`src/rtl/sram_mem_responder_pkg.sv`:
```
// Shared types, widths and helpers for the MEM-stage SRAM responder.
package sram_mem_responder_pkg;

   localparam int unsigned BASE_ADDR_DEF = 1024;
   localparam int unsigned DATA_W        = 32;
   localparam int unsigned HALF_W        = 16;
   localparam int unsigned SRAM_AW       = 18;
   localparam int unsigned WORD_IW       = SRAM_AW - 1;

   typedef enum logic [1:0] {
      ST_IDLE = 2'd0,
      ST_LOW  = 2'd1,
      ST_HIGH = 2'd2,
      ST_DONE = 2'd3
   } state_t;

   // Transaction captured from the MEM stage when leaving IDLE.
   typedef struct packed {
      logic               wr;
      logic [WORD_IW-1:0] word;
      logic [DATA_W-1:0]  st_val;
   } txn_t;

   // Byte address to SRAM word index; below-base and oversize addresses wrap.
   function automatic logic [WORD_IW-1:0] word_index(input logic [31:0] address,
                                                     input logic [31:0] base);
      logic [31:0] offset;
      offset = address - base;
      return WORD_IW'(offset >> 2);
   endfunction

endpackage

```
`src/rtl/sram_phase_counter.sv`:
```
// Down-counter timing one 16-bit SRAM half access.
module sram_phase_counter #(
   parameter int unsigned PHASE_CYCLES = 2
) (
   input  logic clk,
   input  logic rst,
   input  logic load,
   input  logic dec,
   output logic last_cycle_c,
   output logic we_window_nxt_c
);

   localparam int unsigned CNT_W = (PHASE_CYCLES > 2) ? $clog2(PHASE_CYCLES) : 1;
   localparam logic [CNT_W-1:0] LOAD_VAL = CNT_W'(PHASE_CYCLES - 1);

   logic [CNT_W-1:0] cnt_q;

   // Load at phase entry, count down to zero on the phase's last cycle.
   always_ff @(posedge clk or negedge rst) begin
      if (!rst) begin
         cnt_q <= '0;
      end else if (load) begin
         cnt_q <= LOAD_VAL;
      end else if (dec && (cnt_q != '0)) begin
         cnt_q <= cnt_q - CNT_W'(1);
      end
   end

   // Zero count marks the final cycle of the phase.
   assign last_cycle_c = (cnt_q == '0);

   // Whether we_n may be low in the coming cycle (every cycle but the phase's last).
   assign we_window_nxt_c = load ? (LOAD_VAL != '0)
                          : dec  ? (cnt_q > CNT_W'(1))
                          :        (cnt_q != '0);

endmodule

```
`src/rtl/sram_mem_responder.sv`:
```
// MEM-stage responder: splits each 32-bit access into two 16-bit SRAM accesses.
module sram_mem_responder
   import sram_mem_responder_pkg::*;
#(
   parameter int unsigned BASE_ADDR    = BASE_ADDR_DEF,
   parameter int unsigned PHASE_CYCLES = 2
) (
   input  logic                 clk,
   input  logic                 rst,
   input  logic                 rd_en,
   input  logic                 wr_en,
   input  logic [DATA_W-1:0]    address,
   input  logic [DATA_W-1:0]    st_val,
   output logic [DATA_W-1:0]    rd_data,
   output logic                 ready,
   output logic [SRAM_AW-1:0]   sram_addr,
   output logic [HALF_W-1:0]    sram_dq_out,
   input  logic [HALF_W-1:0]    sram_dq_in,
   output logic                 sram_dq_oe,
   output logic                 sram_ce_n,
   output logic                 sram_oe_n,
   output logic                 sram_we_n,
   output logic                 sram_ub_n,
   output logic                 sram_lb_n
);

   state_t state_q, state_d;
   txn_t   txn_q, txn_d;
   logic   req;
   logic   load, dec;
   logic   last_cycle_c, we_window_nxt_c;

   logic                phase_d, high_d;
   logic                ce_n_d, oe_n_d, we_n_d, dq_oe_d;
   logic [SRAM_AW-1:0]  addr_d;
   logic [HALF_W-1:0]   dq_out_d;

   assign req = rd_en | wr_en;

   sram_phase_counter #(
      .PHASE_CYCLES (PHASE_CYCLES)
   ) u_phase_counter (
      .clk             (clk),
      .rst             (rst),
      .load            (load),
      .dec             (dec),
      .last_cycle_c    (last_cycle_c),
      .we_window_nxt_c (we_window_nxt_c)
   );

   // Next-state logic; a request is latched only when leaving IDLE.
   always_comb begin
      state_d = state_q;
      txn_d   = txn_q;
      load    = 1'b0;
      dec     = 1'b0;
      unique case (state_q)
         ST_IDLE: begin
            if (req) begin
               state_d      = ST_LOW;
               load         = 1'b1;
               txn_d.wr     = wr_en;
               txn_d.word   = word_index(address, 32'(BASE_ADDR));
               txn_d.st_val = st_val;
            end
         end
         ST_LOW: begin
            dec = 1'b1;
            if (last_cycle_c) begin
               state_d = ST_HIGH;
               load    = 1'b1;
            end
         end
         ST_HIGH: begin
            dec = 1'b1;
            if (last_cycle_c) begin
               state_d = ST_DONE;
            end
         end
         ST_DONE: begin
            state_d = ST_IDLE;
         end
         default: begin
            state_d = ST_IDLE;
         end
      endcase
   end

   // Pin values for the coming cycle, derived from the next state so pins flip with it.
   always_comb begin
      phase_d  = (state_d == ST_LOW) || (state_d == ST_HIGH);
      high_d   = (state_d == ST_HIGH);
      ce_n_d   = ~phase_d;
      oe_n_d   = ~(phase_d & ~txn_d.wr);
      dq_oe_d  = phase_d & txn_d.wr;
      we_n_d   = ~(phase_d & txn_d.wr & we_window_nxt_c);
      addr_d   = sram_addr;
      dq_out_d = sram_dq_out;
      if (phase_d) begin
         addr_d   = {txn_d.word, high_d};
         dq_out_d = high_d ? txn_d.st_val[31:16] : txn_d.st_val[15:0];
      end
   end

   // Pipeline may advance when idle with no request, or in the single DONE cycle.
   assign ready = ((state_q == ST_IDLE) && !req) || (state_q == ST_DONE);

   // FSM state, latched transaction and read-data assembly.
   always_ff @(posedge clk or negedge rst) begin
      if (!rst) begin
         state_q <= ST_IDLE;
         txn_q   <= '0;
         rd_data <= '0;
      end else begin
         state_q <= state_d;
         txn_q   <= txn_d;
         if ((state_q == ST_LOW) && last_cycle_c && !txn_q.wr) begin
            rd_data[15:0] <= sram_dq_in;
         end
         if ((state_q == ST_HIGH) && last_cycle_c && !txn_q.wr) begin
            rd_data[31:16] <= sram_dq_in;
         end
      end
   end

   // Registered SRAM pin drivers.
   always_ff @(posedge clk or negedge rst) begin
      if (!rst) begin
         sram_addr   <= '0;
         sram_dq_out <= '0;
         sram_dq_oe  <= 1'b0;
         sram_ce_n   <= 1'b1;
         sram_oe_n   <= 1'b1;
         sram_we_n   <= 1'b1;
         sram_ub_n   <= 1'b1;
         sram_lb_n   <= 1'b1;
      end else begin
         sram_addr   <= addr_d;
         sram_dq_out <= dq_out_d;
         sram_dq_oe  <= dq_oe_d;
         sram_ce_n   <= ce_n_d;
         sram_oe_n   <= oe_n_d;
         sram_we_n   <= we_n_d;
         sram_ub_n   <= ce_n_d;
         sram_lb_n   <= ce_n_d;
      end
   end

endmodule

```
`config.mk`:
```
export PLATFORM = sky130hd
export DESIGN_NAME = sram_mem_responder
export DESIGN_NICKNAME = d
export VERILOG_FILES = /design/src/rtl/sram_mem_responder_pkg.sv /design/src/rtl/sram_phase_counter.sv /design/src/rtl/sram_mem_responder.sv
export SDC_FILE = /design/constraint.sdc
export NUM_CORES = 1
export LEC_CHECK = 0
export BUFFER_PORTS_ARGS = -buffer_cell sky130_fd_sc_hd__buf_2
export CORE_ASPECT_RATIO = 2
export CORE_UTILIZATION = 30
export CTS_CLUSTER_DIAMETER = 50
export CTS_CLUSTER_SIZE = 10
export DETAILED_ROUTE_END_ITERATION = 12
export GPL_ROUTABILITY_DRIVEN = 0
export GPL_TIMING_DRIVEN = 0
export PLACE_DENSITY = 0.51
export SYNTH_ARGS = -nofsm -noshare
export SYNTH_HDL_FRONTEND = slang
export SYNTH_SLANG_ARGS = --single-unit
export TNS_END_PERCENT = 1
```
`constraint.sdc`:
```
create_clock -name clk -period 2.4 [get_ports clk]
set_input_delay 0.24 -clock clk [delete_from_list [all_inputs] [get_ports clk]]
set_output_delay 0.24 -clock clk [all_outputs]
set_load 0.01 [all_outputs]
```
==> metrics.md, run 1 <==
| Metric | Value |
|---|---|
| Unique masters post-synth | `37` |
| First-pass detailed-route iteration total | `4` |
| DIE AREA | `~18000 µm²` |
| Syn Area/Cell | `12.6 µm²` |
| Critical Path Sink Type | `register` |
| Status | `finished clean` |
| Post-synthesis sequential area ratio | `about three fifths` |
| Skew final | `0.00932 ns` |
| PD cells | `1530 nW/µm²` |
| Initial antenna violation count | `0` |
| Post-Synthesis Cells | `between 400 and 500` |
| Largest net degree at the start of global routing | `98` |
| Data arrival, critical path | `2.66 ns` |
| Rows | `67` |
| Slew Limit Headroom | `a little under three fifths` |
| Vias in the first global route | `3918` |
| Global-route wire length before repair | `roughly 20000 µm` |
| Synth top area cells | `dfrtp_1, mux2_2, nand2_1` |
| Fillers | `between 1500 and 2000` |
| Drt drc | `0` |
| Reg2Reg Setup Slack | `0.04 ns` |
| Slew @ Worst Pin | `0.640 ns` |
| Worst path most repeated cell | `clkbuf_16` |
| Worst Hold Class | `in2reg` |
| Commonest non-fill, non-tap cell in the layout | `buf_2` |
| Most frequent cells in the layout | `buf_2, nand2_1, dfrtp_1, mux2_2, clkbuf_16` |
| Slowest CP cell | `dfrtp_1` |
| Worst Path Class, Setup | `reg2reg` |
| Ratio of cells with drive above 1 in the final layout | `between 40 and 50%` |
| Clk buf depth | `2` |
| Final WL | `12700 µm` |
| Placed cell count | `about 770` |
| Synthesis-to-layout area growth | `34.8%` |
| Hpwl dp | `~9100 µm` |
| DIE WIDTH | `between 90 and 100 µm` |
| Synthesis-stage register bit count | `123` |
| Yosys top cell area share | `57.5%` |
| Sink Count | `123` |
| CP startpoint kind | `register` |
| Final Cell Area | `7050 µm²` |
| Slowest cell delay on critical path | `0.40 ns` |
| Worst path required time | `2.69 ns` |
| Root Driver | `clkbuf_16` |
| Non-Filler Instances | `808` |
| Final net count | `slightly below 700` |
| Fmax | `423 MHz` |
| Clk_lat worst skew | `~0.41 ns` |
| Via count | `3704` |
| CTS clk-pin slew, worst paths | `0.06 ns` |
| Final ANT Viol Nets | `0` |
| Critical path cell sequence | `buf_6 > ha_4 > o21bai_4 > a21boi_4 > o22ai_2 > ha_2 > clkbuf_16 > clkbuf_16 > mux4_2 > mux2_2` |
| # port buffers | `141` |
| Clock buffer count from CTS | `17` |
| Die Ht | `around 190 µm` |
| WL per Instance | `15.7 µm` |
| Setup ws final | `0.0370 ns` |
| Post-place setup slack | `-0.510 ns` |
| Final Cycle Share | `98.5%` |
| All-Layer GR Usage | `15.0%` |
| Final Hold Viols | `0` |
| Routed vias/inst | `roughly 4.6` |
| Total global routing overflow | `0` |
| IO Pins | `157` |
| Cell taking the most area after synthesis | `dfrtp_1` |
| Slew Limit Fails | `0` |
| DR iter-0 viols | `roughly 170` |
| Maximum vdd drop | `around 0.0006 V` |
| Initial core utilization | `30.9%` |
| Final setup vio count | `0` |
| MaxCap Viol Count | `0` |
| Core Area | `16900 µm²` |
| H-tree levels | `4` |
| Tmin final | `2.36 ns` |
| P_leak | `3.44 nW` |
| Placed Area | `6230 µm²` |
| Worst Path Max Fanout | `9` |
| CTS tree | `done` |
| Ys Warns | `0` |
| Post-Synthesis Cell Area | `5230 µm²` |
| Syn nets | `between 500 and 600` |
| RSZ-0062 raised after global routing | `yes` |
-- logic make-up (layout without fill, tap and decap cells) --
group / Yosys count / after routing / share of synthesized area [%]
buf+inv: 30 / 214 / 2.85
xor+xnor: 3 / 3 / 0.503
other cells: 0 / 1 / 0
flops: 123 / 123 / 59.0
fa+ha+maj: 7 / 7 / 1.68
simple gates: 147 / 147 / 11.6
mux: 80 / 80 / 21.2
compound gates: 26 / 26 / 3.21
-- power breakdown --
part	leakage [nW]	internal, mW	switching [mW]
Sequential	1.48	3.15	0.454
Combinational	1.68	2.34	2.20
Clock	0.281	1.69	0.935
-- synthesized netlist by cell type --
library cell    n
and3_1          1
nand2_1       129
mux2_1          2
dfrtp_1       120
o21a_1          1
buf_1           4
o221ai_1        2
buf_2           4
ha_1            7
mux2_2         62
o22ai_1         1
o31ai_1         3
or3_1           2
o21ai_0         9
a21o_1          1
dfstp_2         3
nand2b_1        2
buf_12          1
mux4_2          4
buf_4           2
a211o_1         1
buf_6           1
clkbuf_1       11
inv_1           7
mux2i_1         1
a31oi_1         4
o21ai_1         1
nor3b_2         2
mux4_1         11
a22oi_1         1
nor2_1          7
or4b_4          1
or4_4           1
a21boi_0        1
o21bai_1        1
xnor2_1         3
nor4_1          2
-- metal layers --
layer | global-route usage (%) | share of wire, %
met2 | 26.8 | 56
met5 | 0 | 0
met3 | 3.31 | 4.1
met1 | 15.7 | 38
met4 | 8.28 | 2.1
-- per-stage QoR --
step | TNS, ns | total power, mW | utilization, % | hold WS (ns)
2_1_floorplan | 0 | 6.46 | - | -0.0556
6_report | 0 | 10.8 | 41.6 | 0.0249
3_5_place_dp | -15.03 | 7.99 | 36.8 | 0.127
3_3_place_gp | -71.33 | 7.80 | 36.6 | 0.440
5_1_grt | -0.173 | 11.6 | 41.6 | 0.0143
4_1_cts | 0 | 10.8 | 41.0 | 0.00535
-- worst max-delay path, delay by kind of cell, from the launching register on --
kind	cells	cell delay (ns)
AOI/OAI and AO/OA	3	0.48
adders and majority gates	2	0.38
buffers and inverters	3	0.45
DFF	1	0.40
muxes	2	0.55
-- flip-flops by register name (all words and copies together) (netlist names) --
signal                 cells
rd_data                   32
sram_addr                 18
sram_dq_oe                 1
sram_dq_out               16
sram_lb_n                  1
sram_oe_n                  1
sram_we_n                  1
state_q                    2
txn_q                     50
u_phase_counter.cnt_q      1
-- final timing paths --
check / start / end / cells after the start
worst min-delay path: st_val[18] / txn_q[18]$_DFF_PN0_ / 3
worst max register to register: state_q[0]$_DFF_PN0_ / sram_dq_out[9]$_DFFE_PN0N_ / 10
min in group asynchronous: rst / sram_addr[5]$_DFFE_PN0N_ / 2
worst min register to register: txn_q[38]$_DFF_PN0_ / txn_q[38]$_DFF_PN0_ / 2
max in group asynchronous: rst / sram_addr[0]$_DFFE_PN0N_ / 3
worst max-delay path: state_q[0]$_DFF_PN0_ / sram_dq_out[9]$_DFFE_PN0N_ / 10
-- layout make-up --
type / count / area, µm² / share of cell area, %
sequential: 123 / 3080 / 43.7
multi-input combinational: 263 / 2050 / 29.1
timing repair buffer: 152 / 833 / 11.8
clock buffer: 21 / 460 / 6.54
tap: 207 / 259 / 3.68
buffer: 23 / 185 / 2.63
clock inverter: 11 / 146 / 2.08
inverter: 7 / 26.3 / 0.373
antenna: 1 / 2.50 / 0.0355
-- repair_timing --
action	in CTS	in global routing
endpoints found under the setup margin	37	63
pin swaps	2	3
setup buffers	2	7
hold endpoints to repair	26	0
hold buffers	1	0
resized for setup	22	15
Power figures use the tool's default switching activity.
==> run 2, diff against run 1 <==
Settings changed: ABC_AREA set to 1.
==> run 2 against run 1 <==
  * Register-to-register slack improved by 0.12 ns
  * Largest power group unchanged
  * Clock-buffer cell count fell by 3
  * Hold slack improved by 0.032 ns
==> metrics.md, run 2 <==
| Metric | Value |
|---|---|
| First-pass detailed-route iteration total | `4 (unchanged)` |
| Synthesis-stage register bit count | `123 (unchanged)` |
| IO Pins | `157 (unchanged)` |
| Tmin final | `2.25 ns (-0.116 ns)` |
| Clk buf depth | `2 (unchanged)` |
| Worst Path Class, Setup | `reg2reg` |
| Ys Warns | `0 (unchanged)` |
| Worst Hold Class | `in2reg` |
| GR Util met2 | `31.4% (+4.5 points)` |
| Post-synthesis sequential area ratio | `61.1% (+2.1 points)` |
| Final net count | `821 (+21%)` |
| All-Layer GR Usage | `16.9% (+1.8 points)` |
| CP startpoint kind | `register` |
| Largest Register | `txn_q` |
| Main combinational cell family by area after synthesis | `simple AND/OR/NAND/NOR gates` |
| Total power | `10.2 mW (-5.6%)` |
| Via count | `4239 (+14%)` |
| # port buffers | `141 (unchanged)` |
| TNS Setup | `0 ns (unchanged)` |
| Commonest non-fill, non-tap cell in the layout | `nand2_1` |
| Synth cell count leaders | `nand2_1, dfrtp_1, inv_1, o21ai_0, nand3_1` |
| CTS clk-pin slew, worst paths | `0.06 ns (about the same)` |
| Hpwl dp | `10300 µm (+13%)` |
| CP bufs+invs | `4 (+1)` |
| Yosys top cell area share | `59.5% (+2.1 points)` |
| Syn nets | `656 (+29%)` |
| Synthesis-to-layout area growth | `32.1%` |
| Total global routing overflow | `0 (unchanged)` |
| PD cells | `1530 nW/µm² (-0.21%)` |
| Most used routing layer | `met2` |
| Cell taking the most area after synthesis | `dfrtp_1` |
| Max FFs per register | `50 (unchanged)` |
| Clk_lat worst skew | `0.41 ns (about the same)` |
| Drt drc | `0 (unchanged)` |
| H-tree levels | `4 (unchanged)` |
| EDFF count, synth | `0 (unchanged)` |
| Status | `finished clean` |
| Vias in the first global route | `4412 (+13%)` |
| Most frequent cells in the layout | `nand2_1, buf_2, dfrtp_1, inv_1, o21ai_0` |
| Post-Synth XOR/XNOR Area | `0.174% (-0.33 points)` |
| Slew Limit Headroom | `68.4% (+11 points)` |
| Clock buffer count from CTS | `17 (unchanged)` |
| Root Driver | `clkbuf_16` |
| Data arrival, critical path | `2.59 ns (-0.07 ns)` |
| Final setup vio count | `0 (unchanged)` |
| Post-Synthesis Cells | `565 (+36%)` |
| Unique masters post-synth | `28 (-24%)` |
| Setup ws final | `0.153 ns (+0.116 ns)` |
| Multi-input combinational cell area | `1640 µm² (-20%)` |
| Routed vias/inst | `4.48 (-2.4%)` |
| Met3 track demand over resource | `4.39% (+1.1 points)` |
| Critical path cell sequence | `buf_4 > ha_1 > o22ai_1 > o21ai_1 > ha_1 > inv_4 > nand2_1 > inv_2 > buf_4 > nand2_1 > nand3_1` |
| Largest net degree at the start of global routing | `76 (-22%)` |
| Post-Synth Simple-Gate Area | `23.8% (+12 points)` |
| Cell family with most CP delay | `buffers and inverters` |
| Fmax | `445 MHz (+5.2%)` |
| DIE WIDTH | `93.7 µm (-1.7%)` |
| DR iter-0 viols | `170 (+2.4%)` |
| CTS tree | `done` |
| Reg area | `3080 µm² (unchanged)` |
| Skew final | `0.00987 ns (+0.000547 ns)` |
| Final ANT Viol Nets | `0 (unchanged)` |
| Post-synthesis async set-or-reset flop share | `100% (unchanged)` |
| MaxCap Viol Count | `0 (unchanged)` |
| Post-synthesis mux area share | `0% (-21 points)` |
| Syn Area/Cell | `8.93 µm² (-29%)` |
| Core Area | `16400 µm² (-3.4%)` |
| Post-place setup slack | `-0.107 ns (+0.403 ns)` |
| Critical Path Sink Type | `register` |
| Synth top area cells | `dfrtp_1, nand2_1, o21ai_0` |
| Post-synthesis compound-gate area fraction | `6.57% (+3.4 points)` |
| P_leak | `3.64 nW (+6.0%)` |
| Die Ht | `185 µm (-1.7%)` |
| Post-Synthesis Cell Area | `5050 µm² (-3.4%)` |
| Sink Count | `123 (unchanged)` |
| Slowest cell delay on critical path | `0.42 ns (+0.02 ns)` |
| Hold Slack | `0.0566 ns (+0.0317 ns)` |
| Ratio of cells with drive above 1 in the final layout | `29.2% (-18 points)` |
| Post-layout util | `40.8% (-0.84 points)` |
| Maximum vdd drop | `0.000616 V (+3.3%)` |
| Initial antenna violation count | `0 (unchanged)` |
| Slew Limit Fails | `0 (unchanged)` |
| DIE AREA | `17400 µm² (-3.4%)` |
| Final WL | `13700 µm (+7.6%)` |
| GRT met1 Usage | `17.6% (+2.0 points)` |
| Fillers | `1707 (+2.2%)` |
| Slowest CP cell | `dfrtp_1` |
| Initial core utilization | `30.9% (about the same)` |
| Rows | `66 (-1.5%)` |
| WL per Instance | `14.4 µm (-8.2%)` |
| ANT cells | `0 (-1)` |
| Biggest regs | `txn_q: 50 flops, rd_data: 32 flops, sram_addr: 18 flops` |
| Global-route wire length before repair | `22000 µm (+10%)` |
| Most instantiated library cell after synthesis | `nand2_1` |
| Slew @ Worst Pin | `0.474 ns (-0.166 ns)` |
| Final Hold Viols | `0 (unchanged)` |
| Final Cycle Share | `93.6% (-4.8 points)` |
| Worst Path Max Fanout | `10 (+1)` |
| Synth Flop Type | `dfrtp_1` |
| Worst path required time | `2.74 ns (+0.05 ns)` |
| Adder and majority gate portion of the synthesized area | `1.74% (+0.060 points)` |
-- run 2: changes by cell type after synthesis, moves of 10 or more --
cell / before / now
nand2_1: 129 / 245
mux2_2: 62 / 0
mux4_1: 11 / 0
nor2_1: 7 / 17
nand3_1: 0 / 32
o21ai_0: 9 / 37
inv_1: 7 / 45
-- run 2: timing repair --
action,4_1_cts,5_1_grt
endpoints found under the hold margin,48,0
gates cloned,0,0
hold buffers,1,0
pin swaps,0,2
endpoints found under the setup margin,18,20
resized for setup,7,8
setup buffers,0,3
-- run 2: final timing paths --
check                                     start                    endpoint  slack, ns  depth (start not counted)
max                        state_q[1]$_DFF_PN0_  sram_dq_out[6]$_DFFE_PN0N_       0.15                         11
min                                  st_val[25]         txn_q[25]$_DFF_PN0_       0.06                          3
max reg2reg                state_q[1]$_DFF_PN0_  sram_dq_out[6]$_DFFE_PN0N_       0.15                         11
min reg2reg                 txn_q[39]$_DFF_PN0_         txn_q[39]$_DFF_PN0_       0.47                          2
max in group asynchronous                   rst         sram_lb_n$_DFF_PN1_       1.30                          3
min in group asynchronous                   rst         txn_q[45]$_DFF_PN0_       0.34                          2
-- run 2: layout make-up --
type                            instances  area share (%)
Clock buffer                           18            6.59
Timing Repair Buffer                  146            11.6
Multi-Input combinational cell        370            24.6
Inverter                               47            2.72
Sequential cell                       123            46.2
Clock inverter                         14            1.84
Tap cell                              204            3.83
Buffer                                 25            2.59
-- run 2: kinds of logic after synthesis --
group / after synthesis
buffers and inverters: 72
AND/OR/NAND/NOR: 302
XOR/XNOR: 1
flip-flops: 123
AO/OA/AOI/OAI: 60
adder cells (fa/ha/maj): 7
-- run 2: worst reg2reg max path, stage by stage, from the launching register on --
cell	delay, ns
dfrtp_1	0.42
buf_4	0.16
ha_1	0.21
o22ai_1	0.17
o21ai_1	0.11
ha_1	0.37
inv_4	0.14
nand2_1	0.13
inv_2	0.13
buf_4	0.20
nand2_1	0.09
nand3_1	0.06
-- run 2: report_power, final --
group          internal (mW)  switching (mW)
sequential              3.13           0.444
combinational           1.61            2.58
clock                   1.45           0.960
total                   6.19            3.98
-- run 2: metrics by stage --
step	std cells	cell area, µm²
2_1_floorplan	565	5050
3_3_place_gp	910	6010
3_5_place_dp	911	6040
4_1_cts	944	6630
5_1_grt	947	6670
6_report	947	6670
-- run 2: per-layer routing --
layer | wire length [µm] | vias to the layer above
li1 | - | 2092
met1 | 5150 | 2028
met2 | 7660 | 109
met3 | 658 | 10
met4 | 195 | 0
met5 | 0 | -
